--- src/rtl/pot_scheduler.sv ---
// Round-robin scheduler for the six slider pots behind the A2D converter.
// One conversion per slot: START pulses strt_cnv, WAIT collects the result
// (or abandons it after TIMEOUT cycles), GAP idles before the next slot.
//
// state | meaning
// IDLE  | scanning stopped, waiting for scan_en
// START | one-cycle strt_cnv pulse on the current slot's channel
// WAIT  | waiting for cnv_cmplt, bounded by TIMEOUT cycles
// GAP   | GAP_CYCLES idle cycles, then advance the slot
module pot_scheduler #(
  parameter int GAP_CYCLES = 64,
  parameter int TIMEOUT    = 1024
) (
  input  logic        clk,
  input  logic        rst_n,
  input  logic        scan_en,
  input  logic        cnv_cmplt,
  input  logic [11:0] res,
  input  logic        err_clr,
  output logic        strt_cnv,
  output logic [2:0]  chnnl,
  output logic [11:0] LP_pot,
  output logic [11:0] B1_pot,
  output logic [11:0] B2_pot,
  output logic [11:0] B3_pot,
  output logic [11:0] HP_pot,
  output logic [11:0] volume,
  output logic [2:0]  slot,
  output logic        pot_vld,
  output logic        tmo_err
);

  localparam int WAIT_W = (TIMEOUT > 1) ? $clog2(TIMEOUT) : 1;
  localparam int GAP_W  = (GAP_CYCLES > 1) ? $clog2(GAP_CYCLES) : 1;
  localparam logic [WAIT_W-1:0] WAIT_LAST = WAIT_W'(TIMEOUT - 1);
  localparam logic [GAP_W-1:0]  GAP_LOAD  = GAP_W'((GAP_CYCLES > 0) ? GAP_CYCLES - 1 : 0);

  typedef enum logic [1:0] {IDLE, START, WAIT, GAP} state_t;

  state_t              state_q, state_d;
  logic [WAIT_W-1:0]   wait_cnt_q, wait_cnt_d;
  logic [GAP_W-1:0]    gap_cnt_q, gap_cnt_d;
  logic [2:0]          slot_d;
  logic                capture, timeout, end_slot;
  logic [5:0]          loaded_q, loaded_d;
  logic [11:0]         pot_q [6];

  function automatic logic [2:0] chan_of(input logic [2:0] s);
    case (s)
      3'd0:    chan_of = 3'd1;
      3'd1:    chan_of = 3'd0;
      3'd2:    chan_of = 3'd4;
      3'd3:    chan_of = 3'd2;
      3'd4:    chan_of = 3'd3;
      3'd5:    chan_of = 3'd7;
      default: chan_of = 3'd1;
    endcase
  endfunction

  // Next-state, counters and slot advance; a completion beats a same-cycle timeout.
  always_comb begin
    state_d    = state_q;
    slot_d     = slot;
    wait_cnt_d = wait_cnt_q;
    gap_cnt_d  = gap_cnt_q;
    capture    = 1'b0;
    timeout    = 1'b0;
    end_slot   = 1'b0;
    case (state_q)
      IDLE: begin
        if (scan_en) state_d = START;
      end
      START: begin
        state_d    = WAIT;
        wait_cnt_d = '0;
      end
      WAIT: begin
        wait_cnt_d = wait_cnt_q + 1'b1;
        if (cnv_cmplt)                     capture = 1'b1;
        else if (wait_cnt_q == WAIT_LAST)  timeout = 1'b1;
        if (capture || timeout) begin
          if (GAP_CYCLES == 0) begin
            end_slot = 1'b1;
          end else begin
            state_d   = GAP;
            gap_cnt_d = GAP_LOAD;
          end
        end
      end
      GAP: begin
        if (gap_cnt_q == '0) end_slot  = 1'b1;
        else                 gap_cnt_d = gap_cnt_q - 1'b1;
      end
      default: state_d = IDLE;
    endcase
    if (end_slot) begin
      slot_d  = (slot == 3'd5) ? 3'd0 : slot + 3'd1;
      state_d = scan_en ? START : IDLE;
    end
  end

  // Loaded bits including this cycle's capture, so pot_vld rises with the data.
  always_comb begin
    loaded_d = loaded_q;
    if (capture) loaded_d[slot] = 1'b1;
  end

  // FSM state, counters, slot and the registered channel/start decode.
  always_ff @(posedge clk or negedge rst_n) begin
    if (!rst_n) begin
      state_q    <= IDLE;
      slot       <= 3'd0;
      chnnl      <= 3'b001;
      strt_cnv   <= 1'b0;
      wait_cnt_q <= '0;
      gap_cnt_q  <= '0;
    end else begin
      state_q    <= state_d;
      slot       <= slot_d;
      chnnl      <= chan_of(slot_d);
      strt_cnv   <= (state_d == START);
      wait_cnt_q <= wait_cnt_d;
      gap_cnt_q  <= gap_cnt_d;
    end
  end

  // Result capture, valid tracking and the sticky timeout flag (set beats clear).
  always_ff @(posedge clk or negedge rst_n) begin
    if (!rst_n) begin
      for (int i = 0; i < 6; i++) pot_q[i] <= '0;
      loaded_q <= '0;
      pot_vld  <= 1'b0;
      tmo_err  <= 1'b0;
    end else begin
      if (capture) pot_q[slot] <= res;
      loaded_q <= loaded_d;
      pot_vld  <= pot_vld | (&loaded_d);
      if (timeout)      tmo_err <= 1'b1;
      else if (err_clr) tmo_err <= 1'b0;
    end
  end

  assign LP_pot = pot_q[0];
  assign B1_pot = pot_q[1];
  assign B2_pot = pot_q[2];
  assign B3_pot = pot_q[3];
  assign HP_pot = pot_q[4];
  assign volume = pot_q[5];

endmodule

--- config.mk ---
export PLATFORM = sky130hd
export DESIGN_NAME = pot_scheduler
export DESIGN_NICKNAME = d
export VERILOG_FILES = /design/src/rtl/pot_scheduler.sv
export SDC_FILE = /design/constraint.sdc
export NUM_CORES = 1
export LEC_CHECK = 0
export ABC_CLOCK_PERIOD_IN_PS = 3150
export CAP_MARGIN = 40
export CORE_MARGIN = 4
export CORE_UTILIZATION = 56
export CTS_BUF_LIST = sky130_fd_sc_hd__clkbuf_4 sky130_fd_sc_hd__clkbuf_8
export CTS_CLUSTER_DIAMETER = 150
export DETAILED_ROUTE_END_ITERATION = 6
export HOLD_SLACK_MARGIN = 0.02
export PLACE_DENSITY = 0.93
export SLEW_MARGIN = 20
export SYNTH_ARGS = -nofsm -noshare
export SYNTH_HDL_FRONTEND = slang
export SYNTH_SLANG_ARGS = --single-unit
--- constraint.sdc ---
create_clock -name clk -period 3.15 [get_ports clk]
set_input_delay 0.63 -clock clk [delete_from_list [all_inputs] [get_ports clk]]
set_output_delay 0.63 -clock clk [all_outputs]
set_load 0.1 [all_outputs]
==> results.cfg, run 1 <==
[placed_design]
dp_hpwl_um = 7010
placed_area_mm2 = 0.00530
dp.cells = 520
place.gp.congestion = 0.769
port_buffers = 97

[clock_network]
post_cts_resized = 0
cts-root-buf = clkbuf_8
htree_levels = 3
numCtsBuffers = 9
tritoncts = built
postCtsSetupBuffers = 0
hold_buffers = 0
cts_sinks = 105
clkTransAtPathRegs_ns = 0.11
clock_latency_ns = 0.37
clk_path_buf_depth = 2

[sta]
fmax_mhz = 406
finalCritPeriodShare = 0.782
period_needed_ns = 2.46
worst_slew_pin_slew_ns = 0.683
relSlewSlack = 0.544
final-setup-viol-count = 0
finalSetupTns_ns = 0
final_max_slew_viol_count = 0
finClkSkew_ns = 0.0137
finalHoldViolCount = 0
rsz0062_at_grt = no

[logic_synthesis]
synth_flop_cell = dfrtp_1
yosys-top-cells-area = dfrtp_1, mux2_2, ha_1
synth_seq_cells = 105
synthArstFlopShare = 1.00
synth_area_mm2 = 0.00445
synth_top_area_share = 0.585
synth-edff-count = 0
seq_area_frac_synth = 0.591
synth_cells = 328
yosysUniqueCellTypes = 48
ys_warn_count = 0
syn-num-nets = 352
yosysTopAreaCell = dfrtp_1
synth_area_per_cell_um2 = 13.6

[worst_hold_path]
hp-class = input pin to async pin

[finish]
ff_latch_area_mm2 = 0.00263
antennaDiodeCount = 0
fin_area_mm2 = 0.00547
syn_to_final_growth_pct = 23.1
finalNonFillerCells = 535
fillers = 524
multi_input_area_mm2 = 0.00165
mostFrequentLayoutCell = dfrtp_1
finalNetCount = 453
drive_above_1_share = 0.441
most-common-layout-cells = dfrtp_1, buf_4, mux2_2

[floorplanning]
initial_utilization = 0.575
dieArea_mm2 = 0.00943
core_area_mm2 = 0.00773
io_pins = 98
die_height_um = 97.1
fp.dieW_um = 97.1
rows = 32

[status]
outcome = finished, final reports clean

[flow_run]
drv_cap = 0

[detailed_routing]
drt_iter0_markers = 160
ant_nets = 0
post_drt_wl_per_cell_um = 18.3
first_pass_iters = 4
avgViaCountPerCell = 5.54
drc_errors = 0
vias = 2963
routed_wl_um = 9800

[critical_path]
path_class = register to register
critPathLaunchType = register
critical_path_arrival_ns = 2.72
crit_fanout = 13
worst_setup_path_end_kind = register
r2r_slack_ns = 0.69
crit_required_ns = 3.40
worstSetupStartpoint = state_q[0]
r2r-start = state_q[0]

[global_route]
grt_usage = 0.214
overflow = 0
grt_pass1_vias = 3135
antenna_found_initial = 0
grt_pass1_wl_um = 16200
grt_max_degree = 66

[power]
ir_drop_v = 0.000572
powerDensity_mw_per_mm2 = 733
p_leak_nw = 2.77
-- cells in the mapped netlist (all sizes together), types with 5 or more instances --
library cell	instances
dfrtp	104
mux2	73
inv	17
nor2	14
nand2	13
buf	11
nand3	9
o21ai	9
nor3	8
ha	7
nand4	5
o22ai	5
-- worst paths after layout --
kind | cells past startpoint | endpoint
min in group clk | 2 | loaded_q[2]
setup reg to reg | 6 | B3_pot[4]
setup / recovery | 6 | B3_pot[4]
hold / removal | 1 | B3_pot[11]
hold reg to reg | 2 | loaded_q[2]
max in group asynchronous | 2 | B3_pot[4]
-- metal layers --
metal / routed length, µm / global-route usage
met1: 4130 / 0.277
met2: 5090 / 0.358
met3: 440 / 0.0488
met4: 144 / 0.0734
met5: 0 / 0
-- cells by family (layout without fill, tap and decap cells) --
family / Yosys count / after routing / synth area share
AND/OR/NAND/NOR: 68 / 68 / 0.0895
adder cells (fa/ha/maj): 7 / 7 / 0.0197
flip-flops: 105 / 105 / 0.591
AO/OA/AOI/OAI: 37 / 37 / 0.0611
multiplexers: 77 / 77 / 0.194
buffers and inverters: 30 / 135 / 0.0369
XOR/XNOR: 4 / 4 / 0.00788
-- state kept, by name, summed over array words and instances, names as in the netlist --
register and count:
slot 3, pot_vld 1, loaded_q 6, tmo_err 1
strt_cnv 1, gap_cnt_q 6, LP_pot 12, B3_pot 12
B2_pot 12, B1_pot 12, chnnl 3, wait_cnt_q 10
volume 12, HP_pot 12, state_q 2
-- metrics by stage --
step | total power [mW] | setup WS [ns] | hold slack [ns] | util
after floorplan | 2.94 | 0.892 | 0.334 | -
after global placement | 3.24 | 0.679 | 0.431 | 0.686
after detailed placement | 3.28 | 0.613 | 0.461 | 0.686
after CTS | 4.03 | 0.695 | 0.228 | 0.708
after global routing | 4.18 | 0.528 | 0.250 | 0.708
final | 4.01 | 0.688 | 0.225 | 0.708
-- worst max-delay path: stages (launching register included) --
cell and delay (ns):
dfrtp_1 0.43, inv_1 0.12, ha_1 0.50, nand2_2 0.22, nor2_1 0.19, nand2_1 0.44, mux2_2 0.45
-- power breakdown --
group	switching, mW	internal, mW
Combinational	1.21	0.398
Sequential	0.123	1.52
Clock	0.467	0.294
Total	1.80	2.21
-- area by class of cell --
class,count,share of cell area
clock buffer,9,0.0226
tap,102,0.0233
sequential,105,0.480
multi-input combinational,193,0.302
clock inverter,6,0.00937
timing repair buffer,103,0.150
inverter,17,0.0117
Note: power is estimated with default switching activity, not from simulation.
==> run 2, diff against run 1 <==
--- a/config.mk
+++ b/config.mk
@@ -5,15 +5,15 @@
 export SDC_FILE = /design/constraint.sdc
 export NUM_CORES = 1
 export LEC_CHECK = 0
-export ABC_CLOCK_PERIOD_IN_PS = 3150
+export ABC_CLOCK_PERIOD_IN_PS = 2500
 export CAP_MARGIN = 40
 export CORE_MARGIN = 4
-export CORE_UTILIZATION = 56
+export CORE_UTILIZATION = 52
 export CTS_BUF_LIST = sky130_fd_sc_hd__clkbuf_4 sky130_fd_sc_hd__clkbuf_8
 export CTS_CLUSTER_DIAMETER = 150
 export DETAILED_ROUTE_END_ITERATION = 6
 export HOLD_SLACK_MARGIN = 0.02
-export PLACE_DENSITY = 0.93
+export PLACE_DENSITY = 0.88
 export SLEW_MARGIN = 20
 export SYNTH_ARGS = -nofsm -noshare
 export SYNTH_HDL_FRONTEND = slang
==> constraint.sdc (replaced) <==
create_clock -name clk -period 2.5 [get_ports clk]
set_input_delay 0.5 -clock clk [delete_from_list [all_inputs] [get_ports clk]]
set_output_delay 0.5 -clock clk [all_outputs]
set_load 0.1 [all_outputs]
==> run 2 against run 1 <==
Clock power grew 33%. Critical endpoint is now B3_pot[1]. Routed wire length shrank 3.4%. Maximum frequency grew 22%.
==> results.cfg, run 2 (synthesis results as in run 1) <==
[status]
outcome = finished, final reports clean

[detailed_routing]
drt_iter0_markers = 78
drc_errors = 0
first_pass_iters = 4
ant_nets = 0
vias = 2903
post_drt_wl_per_cell_um = 17.5
avgViaCountPerCell = 5.37
routed_wl_um = 9470

[sta]
finalHoldViolCount = 0
final-setup-viol-count = 0
finalSetupTns_ns = 0
layout_setup_ws_ns = 0.479
fmax_mhz = 495
worst_slew_pin_slew_ns = 0.581
period_needed_ns = 2.02
relSlewSlack = 0.612
finClkSkew_ns = 0.0112
rsz0062_at_grt = no
finalCritPeriodShare = 0.809
final_max_slew_viol_count = 0

[finish]
drive_above_1_share = 0.443
fillers = 615
finalNetCount = 455
syn_to_final_growth_pct = 23.9
multi_input_area_mm2 = 0.00165
mostFrequentLayoutCell = dfrtp_1
ff_latch_area_mm2 = 0.00263
antennaDiodeCount = 0
finalNonFillerCells = 541
most-common-layout-cells = dfrtp_1, buf_4, mux2_2

[placed_design]
dp.cells = 524
pre_cts_ws_ns = 0.175
dp_hpwl_um = 6730
port_buffers = 97
place.gp.congestion = 0.771

[critical_path]
max_stage_delay_ns = 0.44
worst_setup_path_end_kind = register
cp_slowest_cell = dfrtp_1
crit_fanout = 12
path_class = register to register
r2r_slack_ns = 0.48
critPathLaunchType = register
crit_required_ns = 2.75
crit_chain = inv_1 > ha_1 > nand2_2 > nor2_1 > nand2_1 > mux2_2
critical_path_arrival_ns = 2.27

[floorplanning]
rows = 33
initial_utilization = 0.538
dieArea_mm2 = 0.0101
core_area_mm2 = 0.00826
die_height_um = 100
io_pins = 98
fp.dieW_um = 100

[clock_network]
clk_path_buf_depth = 2
postCtsSetupBuffers = 0
cts_sinks = 105
tritoncts = built
clock_latency_ns = 0.37
post_cts_resized = 0
cts-root-buf = clkbuf_8
hold_buffers = 1
numCtsBuffers = 9
clkTransAtPathRegs_ns = 0.10
htree_levels = 3

[global_route]
grt_usage = 0.197
grt_pass1_wl_um = 15600
overflow = 0
antenna_found_initial = 0
grt_max_degree = 82
grt_pass1_vias = 2985

[worst_hold_path]
hp-class = register to register

[flow_run]
drv_cap = 0

[power]
ir_drop_v = 0.000563
powerDensity_mw_per_mm2 = 929
p_leak_nw = 2.79
## run 2: layout make-up
cell class,instances,share of cell area
repair buffers,105,0.153
inverters,17,0.0116
clock inverters,6,0.0111
well taps,105,0.0238
clock buffers,10,0.0238
multi-input cells,193,0.300
flip-flops and latches,105,0.477
## run 2: worst max-delay path, delay by kind of cell, from the launching register on
family | cells | cell delay [ns]
fa+ha+maj | 1 | 0.22
buf+inv | 1 | 0.12
flops | 1 | 0.44
mux | 1 | 0.43
simple gates | 3 | 0.69
## run 2: path summary, 6_finish.rpt
kind                                   from     endpoint  cells after the start
worst max-delay path             state_q[0]    B3_pot[1]                      6
worst min-delay path            loaded_q[2]  loaded_q[2]                      2
worst max register to register   state_q[0]    B3_pot[1]                      6
worst min register to register  loaded_q[2]  loaded_q[2]                      2
max in group asynchronous             rst_n     chnnl[0]                      3
min in group asynchronous             rst_n    HP_pot[4]                      2
## run 2: where the power goes
| group | internal (mW) | switching [mW] |
|---|---|---|
| clock | 0.398 | 0.610 |
| sequential | 1.92 | 0.154 |
| combinational | 0.510 | 1.53 |
## run 2: per-stage QoR
step / util / hold WS, ns / cell area [µm²] / power, mW
2_1_floorplan: - / 0.204 / 4450 / 3.70
3_3_place_gp: 0.643 / 0.418 / 5310 / 4.10
3_5_place_dp: 0.643 / 0.424 / 5310 / 4.15
4_1_cts: 0.667 / 0.459 / 5510 / 5.16
5_1_grt: 0.667 / 0.502 / 5510 / 5.37
6_report: 0.667 / 0.458 / 5510 / 5.12
## run 2: routing by layer
| layer | vias up | part of all wire | global-route usage |
|---|---|---|---|
| met5 | - | 0 | 0 |
| met4 | 0 | 0.015 | 0.0715 |
| met3 | 10 | 0.042 | 0.0388 |
| met2 | 66 | 0.52 | 0.331 |
| met1 | 1467 | 0.42 | 0.255 |
| li1 | 1360 | - | - |
==> run 3, diff against run 2 <==
--- a/config.mk
+++ b/config.mk
@@ -5,7 +5,7 @@
 export SDC_FILE = /design/constraint.sdc
 export NUM_CORES = 1
 export LEC_CHECK = 0
-export ABC_CLOCK_PERIOD_IN_PS = 2500
+export ABC_CLOCK_PERIOD_IN_PS = 1950
 export CAP_MARGIN = 40
 export CORE_MARGIN = 4
 export CORE_UTILIZATION = 52
==> constraint.sdc (replaced) <==
create_clock -name clk -period 1.95 [get_ports clk]
set_input_delay 0.39 -clock clk [delete_from_list [all_inputs] [get_ports clk]]
set_output_delay 0.39 -clock clk [all_outputs]
set_load 0.1 [all_outputs]
==> run 3 against run 2 <==
Register-to-register slack worse by 0.36 ns. Critical path type unchanged. Largest power group unchanged. Maximum frequency up 10%. Combinational power up 31%. Flip-flop and latch count unchanged. Critical path depth up 1.
==> results.cfg, run 3 (synthesis results as in run 1) <==
[global_route]
antenna_found_initial = 0
grt_usage = 0.206
overflow = 0
grt_pass1_wl_um = 16000
grt_pass1_vias = 3093
grt_max_degree = 48

[finish]
antennaDiodeCount = 0
most-common-layout-cells = dfrtp_1, buf_4, mux2_2
drive_above_1_share = 0.457
finalNetCount = 461
syn_to_final_growth_pct = 27.4
finalNonFillerCells = 547
mostFrequentLayoutCell = dfrtp_1
fin_area_mm2 = 0.00567

[detailed_routing]
ant_nets = 0
vias = 2969
first_pass_iters = 4
drc_errors = 0
routed_wl_um = 9900
drt_iter0_markers = 157
post_drt_wl_per_cell_um = 18.1
avgViaCountPerCell = 5.43

[status]
outcome = finished, final reports clean

[floorplanning]
initial_utilization = 0.538
core_area_mm2 = 0.00826
dieArea_mm2 = 0.0101
io_pins = 98
rows = 33
die_height_um = 100
fp.dieW_um = 100

[clock_network]
htree_levels = 3
clock_latency_ns = 0.37
cts-root-buf = clkbuf_8
tritoncts = built
clkTransAtPathRegs_ns = 0.11
clk_path_buf_depth = 2
numCtsBuffers = 9
cts_sinks = 105

[placed_design]
dp_hpwl_um = 7170
port_buffers = 97
place.gp.congestion = 0.781
placed_area_mm2 = 0.00546
dp.cells = 530

[sta]
period_needed_ns = 1.84
final-setup-viol-count = 0
worst_slew_pin_slew_ns = 0.501
finalHoldViolCount = 0
finalCritPeriodShare = 0.942
fmax_mhz = 545
final_max_slew_viol_count = 0
rsz0062_at_grt = no
finClkSkew_ns = 0.0128
relSlewSlack = 0.665

[critical_path]
path_class = register to register
crit_fanout = 14
critical_path_arrival_ns = 2.09
worst_setup_path_end_kind = register
critPathLaunchType = register
max_stage_delay_ns = 0.44
cp_slowest_cell = dfrtp_1
crit_chain = inv_1 > ha_1 > nand3_1 > nor3_2 > buf_12 > o22ai_1 > o41ai_1
path_delay_family = flip-flops
crit_required_ns = 2.20
cp_num_buf_inv = 2

[worst_hold_path]
hp-class = input pin to async pin

[power]
ir_drop_v = 0.000917
p_leak_nw = 2.85
powerDensity_mw_per_mm2 = 1170

[flow_run]
drv_cap = 0
## run 3: cell type report
class,count,area (µm²)
flip-flops and latches,105,2640
repair buffers,111,986
fillers,567,2590
inverters,17,63.8
clock buffers,9,124
clock inverters,7,70.1
multi-input cells,193,1650
well taps,105,131
## run 3: worst register-to-register path, delay by kind of cell (launching register included)
family / cells / cell delay [ns]
DFF: 1 / 0.44
AOI/OAI and AO/OA: 2 / 0.37
and+or+nand+nor: 2 / 0.38
buffers and inverters: 2 / 0.33
adders and majority gates: 1 / 0.22
## run 3: final timing paths
kind	slack, ns	endpoint	startpoint	cells past startpoint
min	0.47	HP_pot[3]	rst_n	2
max reg2reg	0.11	pot_vld	state_q[0]	7
min in group clk	0.48	loaded_q[5]	loaded_q[5]	1
max	0.11	pot_vld	state_q[0]	7
min reg2reg	0.48	loaded_q[5]	loaded_q[5]	1
max in group asynchronous	0.76	B1_pot[10]	rst_n	3
## run 3: layer usage
layer  GRT usage  routed length (µm)  vias up
met4      0.0943                 312        0
met3      0.0367                 458       24
met2       0.341                5040       80
met5           0                   0        -
li1            -                   -     1387
met1       0.264                4100     1478
## run 3: stage by stage
stage               hold slack, ns  utilization  power [mW]  worst slack, ns  TNS, ns
floorplan                   0.0944            -        4.74           0.0102        0
global placement             0.344        0.662        5.29          -0.0481    -1.19
detailed placement           0.344        0.662        5.38          -0.0925    -2.91
CTS                          0.469        0.686        6.71            0.105        0
global route                 0.489        0.686        6.95           0.0136        0
finish                       0.471        0.686        6.65            0.114        0
## run 3: what timing repair did
action,4_1_cts,5_1_grt
endpoints found under the setup margin,0,3
endpoints found under the hold margin,28,0
hold buffers,1,0
setup buffers,0,0
resized for setup,0,1
## run 3: report_power, final
part | switching [mW] | internal, mW | total [mW]
logic | 1.98 | 0.686 | 2.67
clock network | 0.806 | 0.503 | 1.31
registers | 0.214 | 2.46 | 2.67
total | 3.00 | 3.65 | 6.65
